--- src/rtl/rs_latch_driver_pkg.sv ---
// Shared definitions for the gated RS latch driver.
// Holds the FSM state encoding and the default timing constants used by
// rs_latch_driver and rs_latch_driver_debounce_cell.
package rs_latch_driver_pkg;

    typedef enum logic [1:0] {
        StIdle   = 2'd0,
        StDriveS = 2'd1,
        StDriveR = 2'd2
    } state_t;

    localparam int unsigned DB_CYCLES_DEF = 4;
    localparam int unsigned PULSE_LEN_DEF = 2;

endpackage

--- src/rtl/rs_latch_driver_debounce_cell.sv ---
// Debounce cell: 2-FF synchronizer, saturating stability counter and the
// debounced level, plus a one-cycle pulse when the level rises.
// Ports:
//   clk   - system clock
//   rst   - synchronous active-high reset
//   btn   - raw asynchronous button input
//   level - debounced button level
//   rise  - high for one cycle after the debounced level goes 0->1
module rs_latch_driver_debounce_cell
    import rs_latch_driver_pkg::*;
#(
    parameter int unsigned DB_CYCLES = DB_CYCLES_DEF
) (
    input  logic clk,
    input  logic rst,
    input  logic btn,
    output logic level,
    output logic rise
);

    // The counter reaching DB_CYCLES means this edge is the last one needed.
    localparam logic [7:0] CntLast = 8'(DB_CYCLES - 32'd1);

    logic       sync1_q, sync2_q;
    logic       level_q, level_d;
    logic       rise_q, rise_d;
    logic [7:0] cnt_q, cnt_d;

    always_comb begin
        level_d = level_q;
        rise_d  = 1'b0;
        cnt_d   = cnt_q;
        if (sync2_q == level_q) begin
            cnt_d = '0;
        end else if (cnt_q >= CntLast) begin
            level_d = sync2_q;
            rise_d  = sync2_q;
            cnt_d   = '0;
        end else if (cnt_q != 8'hFF) begin
            cnt_d = cnt_q + 8'd1;
        end
    end

    always_ff @(posedge clk) begin
        if (rst) begin
            sync1_q <= 1'b0;
            sync2_q <= 1'b0;
            level_q <= 1'b0;
            rise_q  <= 1'b0;
            cnt_q   <= '0;
        end else begin
            sync1_q <= btn;
            sync2_q <= sync1_q;
            level_q <= level_d;
            rise_q  <= rise_d;
            cnt_q   <= cnt_d;
        end
    end

    assign level = level_q;
    assign rise  = rise_q;

endmodule

--- src/rtl/rs_latch_driver.sv ---
// Gated RS latch driver: turns two bouncy buttons into clean, mutually
// exclusive, fixed-length S/R pulses with the gate E asserted alongside.
// Optional macro RS_SET_PRIORITY_EN: when defined, a pending set is serviced
// before a pending reset; otherwise reset wins.
// Ports:
//   CLK   - system clock
//   RST   - synchronous active-high reset
//   BTN_S - raw set button
//   BTN_R - raw reset button
//   S, R  - registered drives to the latch, never both high
//   E     - registered latch gate, high exactly when S or R is high
//   BUSY  - high while a drive pulse is in progress
module rs_latch_driver
    import rs_latch_driver_pkg::*;
#(
    parameter int unsigned DB_CYCLES = DB_CYCLES_DEF,
    parameter int unsigned PULSE_LEN = PULSE_LEN_DEF
) (
    input  logic CLK,
    input  logic RST,
    input  logic BTN_S,
    input  logic BTN_R,
    output logic S,
    output logic R,
    output logic E,
    output logic BUSY
);

    localparam logic [3:0] PulseLast = 4'(PULSE_LEN - 32'd1);

    logic       level_s, level_r, rise_s, rise_r;
    logic       want_s, want_r;
    state_t     state_q, state_d;
    logic [3:0] pcnt_q, pcnt_d;
    logic       pend_s_q, pend_s_d, pend_r_q, pend_r_d;
    logic       s_q, r_q, e_q, busy_q;

    rs_latch_driver_debounce_cell #(
        .DB_CYCLES(DB_CYCLES)
    ) u_db_s (
        .clk  (CLK),
        .rst  (RST),
        .btn  (BTN_S),
        .level(level_s),
        .rise (rise_s)
    );

    rs_latch_driver_debounce_cell #(
        .DB_CYCLES(DB_CYCLES)
    ) u_db_r (
        .clk  (CLK),
        .rst  (RST),
        .btn  (BTN_R),
        .level(level_r),
        .rise (rise_r)
    );

    // A rise arriving this cycle counts as pending so it is not lost.
    assign want_s = pend_s_q | rise_s;
    assign want_r = pend_r_q | rise_r;

    always_comb begin
        state_d  = state_q;
        pcnt_d   = pcnt_q;
        pend_s_d = want_s;
        pend_r_d = want_r;
        case (state_q)
            StIdle: begin
                pcnt_d = '0;
`ifdef RS_SET_PRIORITY_EN
                if (want_s) begin
                    state_d  = StDriveS;
                    pend_s_d = 1'b0;
                end else if (want_r) begin
                    state_d  = StDriveR;
                    pend_r_d = 1'b0;
                end
`else
                if (want_r) begin
                    state_d  = StDriveR;
                    pend_r_d = 1'b0;
                end else if (want_s) begin
                    state_d  = StDriveS;
                    pend_s_d = 1'b0;
                end
`endif
            end
            StDriveS, StDriveR: begin
                // Always fall back to idle, which guarantees a gap between pulses.
                if (pcnt_q == PulseLast) begin
                    state_d = StIdle;
                    pcnt_d  = '0;
                end else begin
                    pcnt_d = pcnt_q + 4'd1;
                end
            end
            default: begin
                state_d = StIdle;
                pcnt_d  = '0;
            end
        endcase
    end

    always_ff @(posedge CLK) begin
        if (RST) begin
            state_q  <= StIdle;
            pcnt_q   <= '0;
            pend_s_q <= 1'b0;
            pend_r_q <= 1'b0;
            s_q      <= 1'b0;
            r_q      <= 1'b0;
            e_q      <= 1'b0;
            busy_q   <= 1'b0;
        end else begin
            state_q  <= state_d;
            pcnt_q   <= pcnt_d;
            pend_s_q <= pend_s_d;
            pend_r_q <= pend_r_d;
            s_q      <= (state_d == StDriveS);
            r_q      <= (state_d == StDriveR);
            e_q      <= (state_d == StDriveS) || (state_d == StDriveR);
            busy_q   <= (state_d != StIdle);
        end
    end

    assign S    = s_q;
    assign R    = r_q;
    assign E    = e_q;
    assign BUSY = busy_q;

endmodule
--- config.mk ---
export PLATFORM = sky130hd
export DESIGN_NAME = rs_latch_driver
export DESIGN_NICKNAME = d
export VERILOG_FILES = /design/src/rtl/rs_latch_driver_pkg.sv /design/src/rtl/rs_latch_driver_debounce_cell.sv /design/src/rtl/rs_latch_driver.sv
export SDC_FILE = /design/constraint.sdc
export NUM_CORES = 1
export LEC_CHECK = 0
export BUFFER_PORTS_ARGS = -buffer_cell sky130_fd_sc_hd__buf_2
export CAP_MARGIN = 20
export CORE_ASPECT_RATIO = 0.6
export CORE_MARGIN = 2
export CORE_UTILIZATION = 51
export CTS_CLUSTER_DIAMETER = 60
export DETAILED_ROUTE_END_ITERATION = 12
export GPL_TIMING_DRIVEN = 0
export PLACE_DENSITY_LB_ADDON = 0.25
export SETUP_SLACK_MARGIN = 0.02
export SLEW_MARGIN = 20
export SYNTH_ARGS = -nofsm -noshare
export SYNTH_HDL_FRONTEND = slang
export SYNTH_SLANG_ARGS = --single-unit
export TNS_END_PERCENT = 50
--- constraint.sdc ---
create_clock -name CLK -period 1.6 [get_ports CLK]
set_input_delay 0.08 -clock CLK [delete_from_list [all_inputs] [get_ports CLK]]
set_output_delay 0.08 -clock CLK [all_outputs]
set_load 0.01 [all_outputs]
==> results.ini <==
[run]
cap_violations = 0

[drt]
ant_nets = 0
drc = 0
routed_wl_um = 2390
drt_iter0_markers = 33
via_count = 873
via_per_inst = 4.93
wl_per_cell_um = 13.5
dr.pass1.iters = 4

[layout]
layout.cells.non_filler = 177
finalNetCount = 157
antenna_cells = 0
drive_above_1_share_pct = 29.7
syn_to_final_growth_pct = 29.2

[timing]
rsz0062_at_grt = yes
fin_tns_setup_ns = -0.0500
setup_slack_ns = -0.0500
finalHoldViolCount = 0
fin_skew_ns = 0.00517
post-route-period-util_pct = 103
worst_pin_slew_ns = 0.506
setup_violations = 1
hold_slack_ns = 0.00693
slew_headroom_pct = 66.3
finalMaxSlewViolations = 0
max_freq_mhz = 606
finalCriticalPeriod_ns = 1.65

[logic_synthesis]
synth_fa_ha_area_share_pct = 8.73
seq_area_frac_synth_pct = 55.9
yosys_warnings = 0
synthSimpleGateAreaFrac_pct = 21.3
synth_mux_area_share_pct = 1.55
syn_inst = 110
synthFlopType = dfxtp_1
ys_ff_latch = 36
synth.avg_cell_area_um2 = 11.7
synthArstFlopShare_pct = 0
syn_area_mm2 = 0.00129
yosysUniqueCellTypes = 27
synth_top_family_by_area = simple AND/OR/NAND/NOR gates
synth_edf_count = 0
synth_compound_gate_area_share_pct = 7.47
synth_xor_area_share_pct = 2.72

[outcome]
violations = setup timing
outcome = complete, but fails checks

[clock_network]
clk_latency_ns = 0.29
clkSinkCount = 36
cts_max_level = 2
cts-buffers-inserted = 5
tritoncts = yes
ctsLongestPathBuffers = 2
root_buffer = clkbuf_8
clkTransAtPathRegs_ns = 0.07

[die]
die_area_mm2 = 0.00296
die_w_um = 68.9
die_h_um = 43.0
design.core.area_mm2 = 0.00245
ios = 8
start_util_pct = 52.6
rows = 14

[critical_path]
critPathLaunchType = flop
regToRegStartpoint = pcnt_q[1]
critPathRequiredTime_ns = 1.76
arrival_ns = 1.81
worstSetupPathType = flop to flop
cp_max_fo = 3
rrSetupSlack_ns = -0.05
crit_path_end_kind = flop
startpoint = pcnt_q[1]

[place]
io_buffer_count = 7
post-place-ws_ns = -0.103
hpwl_um = 1470
dp.cells = 160
gp_congestion = 0.671

[worst_hold_path]
hold_path.startpoint = BTN_S
min_path_type = input port to flop

[grt]
grt_usage_pct = 20.3
grt_max_degree = 11
first_global_vias = 934
grt_overflow = 0
grt_first_pass_wirelength_um = 4170
antenna_found_initial = 0

[pwr]
p_int_uw = 1350
power_density_mw_per_mm2 = 1040
p_clk_share_pct = 37.2
share_seq_of_total_power_pct = 54.9
p_leak_uw = 0.000653
switching_share_pct = 22.4
p_switching_uw = 389
vdd_drop_max_mv = 0.646
comb_power_share_pct = 8.0
power_uw = 1740

[power by group through the flow]
| stage | clock, uW | sequential, uW | combinational [uW] |
|---|---|---|---|
| after CTS | 667 | 953 | 131 |
| after global routing | 706 | 958 | 155 |
| after global placement | 0 | 973 | 90.5 |
| after floorplan | 0 | 975 | 64.7 |
| final | 647 | 955 | 139 |
| after detailed placement | 0 | 976 | 93.5 |
[worst max-delay path: stages, from the launching register on]
cell and delay, ns:
dfxtp_2 0.33, inv_2 0.06, ha_4 0.12, or3b_4 0.42, nand3_4 0.11, a21o_1 0.14, ha_1 0.22, nor2b_1 0.12
[worst paths after layout]
| path | to | cells after the start |
|---|---|---|
| worst min register to register | u_db_s.sync2_q | 1 |
| worst max register to register | E | 7 |
| worst min-delay path | u_db_s.sync1_q | 2 |
| worst max-delay path | E | 7 |
[final cells by class]
| class | count | area, um^2 |
|---|---|---|
| plain buffers | 2 | 7.51 |
| inverters | 5 | 18.8 |
| well taps | 32 | 40.0 |
| multi-input cells | 78 | 674 |
| clock buffers | 8 | 90.1 |
| repair buffers | 16 | 105 |
| fillers | 179 | 786 |
| flip-flops and latches | 36 | 731 |
[stage by stage]
stage | utilization [%] | cell area (um^2)
after floorplan | - | 1350
after detailed placement | 58.1 | 1420
after global routing | 68.0 | 1670
after global placement | 58.1 | 1420
after CTS | 66.8 | 1640
final | 68.0 | 1670
[repair_timing]
item                                    CTS  global route
gates resized for setup                  16             4
buffers inserted                          7             1
pin swaps                                 6             3
endpoints found under the setup margin    4             7
hold buffers                              1             0
endpoints found under the hold margin     1             0
[synth_stat cells (2+ instances only)]
cell / instances / area (um^2)
dfxtp_1: 36 / 721
ha_1: 9 / 113
nor3_1: 8 / 40.0
nor2b_1: 7 / 43.8
inv_1: 5 / 18.8
a41oi_1: 4 / 35.0
nand2b_1: 4 / 25.0
nor4b_1: 4 / 35.0
nand3_1: 3 / 15.0
nor2_1: 3 / 11.3
xnor2_1: 3 / 26.3
a211oi_1: 2 / 15.0
a21o_1: 2 / 15.0
a21oi_1: 2 / 10.0
and4_2: 2 / 20.0
clkbuf_1: 2 / 7.51
mux2i_1: 2 / 20.0
nor4_4: 2 / 42.5
or4_4: 2 / 22.5
[placed cells by master (no fill, tap or decap), drive strengths merged, types with 4 or more instances in the layout]
cell | netlist | layout
clkbuf | 2 | 10
conb | 1 | 12
a41oi | 4 | 4
nand2b | 4 | 4
nor3 | 8 | 8
dfxtp | 36 | 36
nor2b | 7 | 7
buf | 0 | 15
inv | 5 | 5
nor4b | 4 | 4
ha | 9 | 9
[registers in the layout, summed over array words and instances, names as in the netlist]
signal          flops
u_db_r.rise         1
pend_r_q            1
E                   1
u_db_s.sync2_q      1
u_db_s.cnt_q        8
u_db_r.sync2_q      1
R                   1
pcnt_q              4
state_q             2
u_db_s.level        1
u_db_r.sync1_q      1
BUSY                1
pend_s_q            1
u_db_s.rise         1
u_db_s.sync1_q      1
S                   1
u_db_r.level        1
u_db_r.cnt_q        8
[metal layers]
| layer | routed length, um | share of wire, % | vias up | global-route usage (%) |
|---|---|---|---|---|
| met2 | 1230 | 52 | 13 | 30.8 |
| met5 | 0 | 0 | - | 0 |
| met3 | 129 | 5.4 | 7 | 11.7 |
| met1 | 989 | 41 | 401 | 24.1 |
| met4 | 40 | 1.7 | 0 | 7.06 |
| li1 | - | - | 452 | - |
[cell families (layout without fill, tap and decap cells)]
kind of cell,after synthesis,in the layout
flops,36,36
other cells,1,12
xor+xnor,4,4
fa+ha+maj,9,9
mux,2,2
buf+inv,7,31
simple gates,38,38
compound gates,13,13
Note: power is estimated with default switching activity, not from simulation.
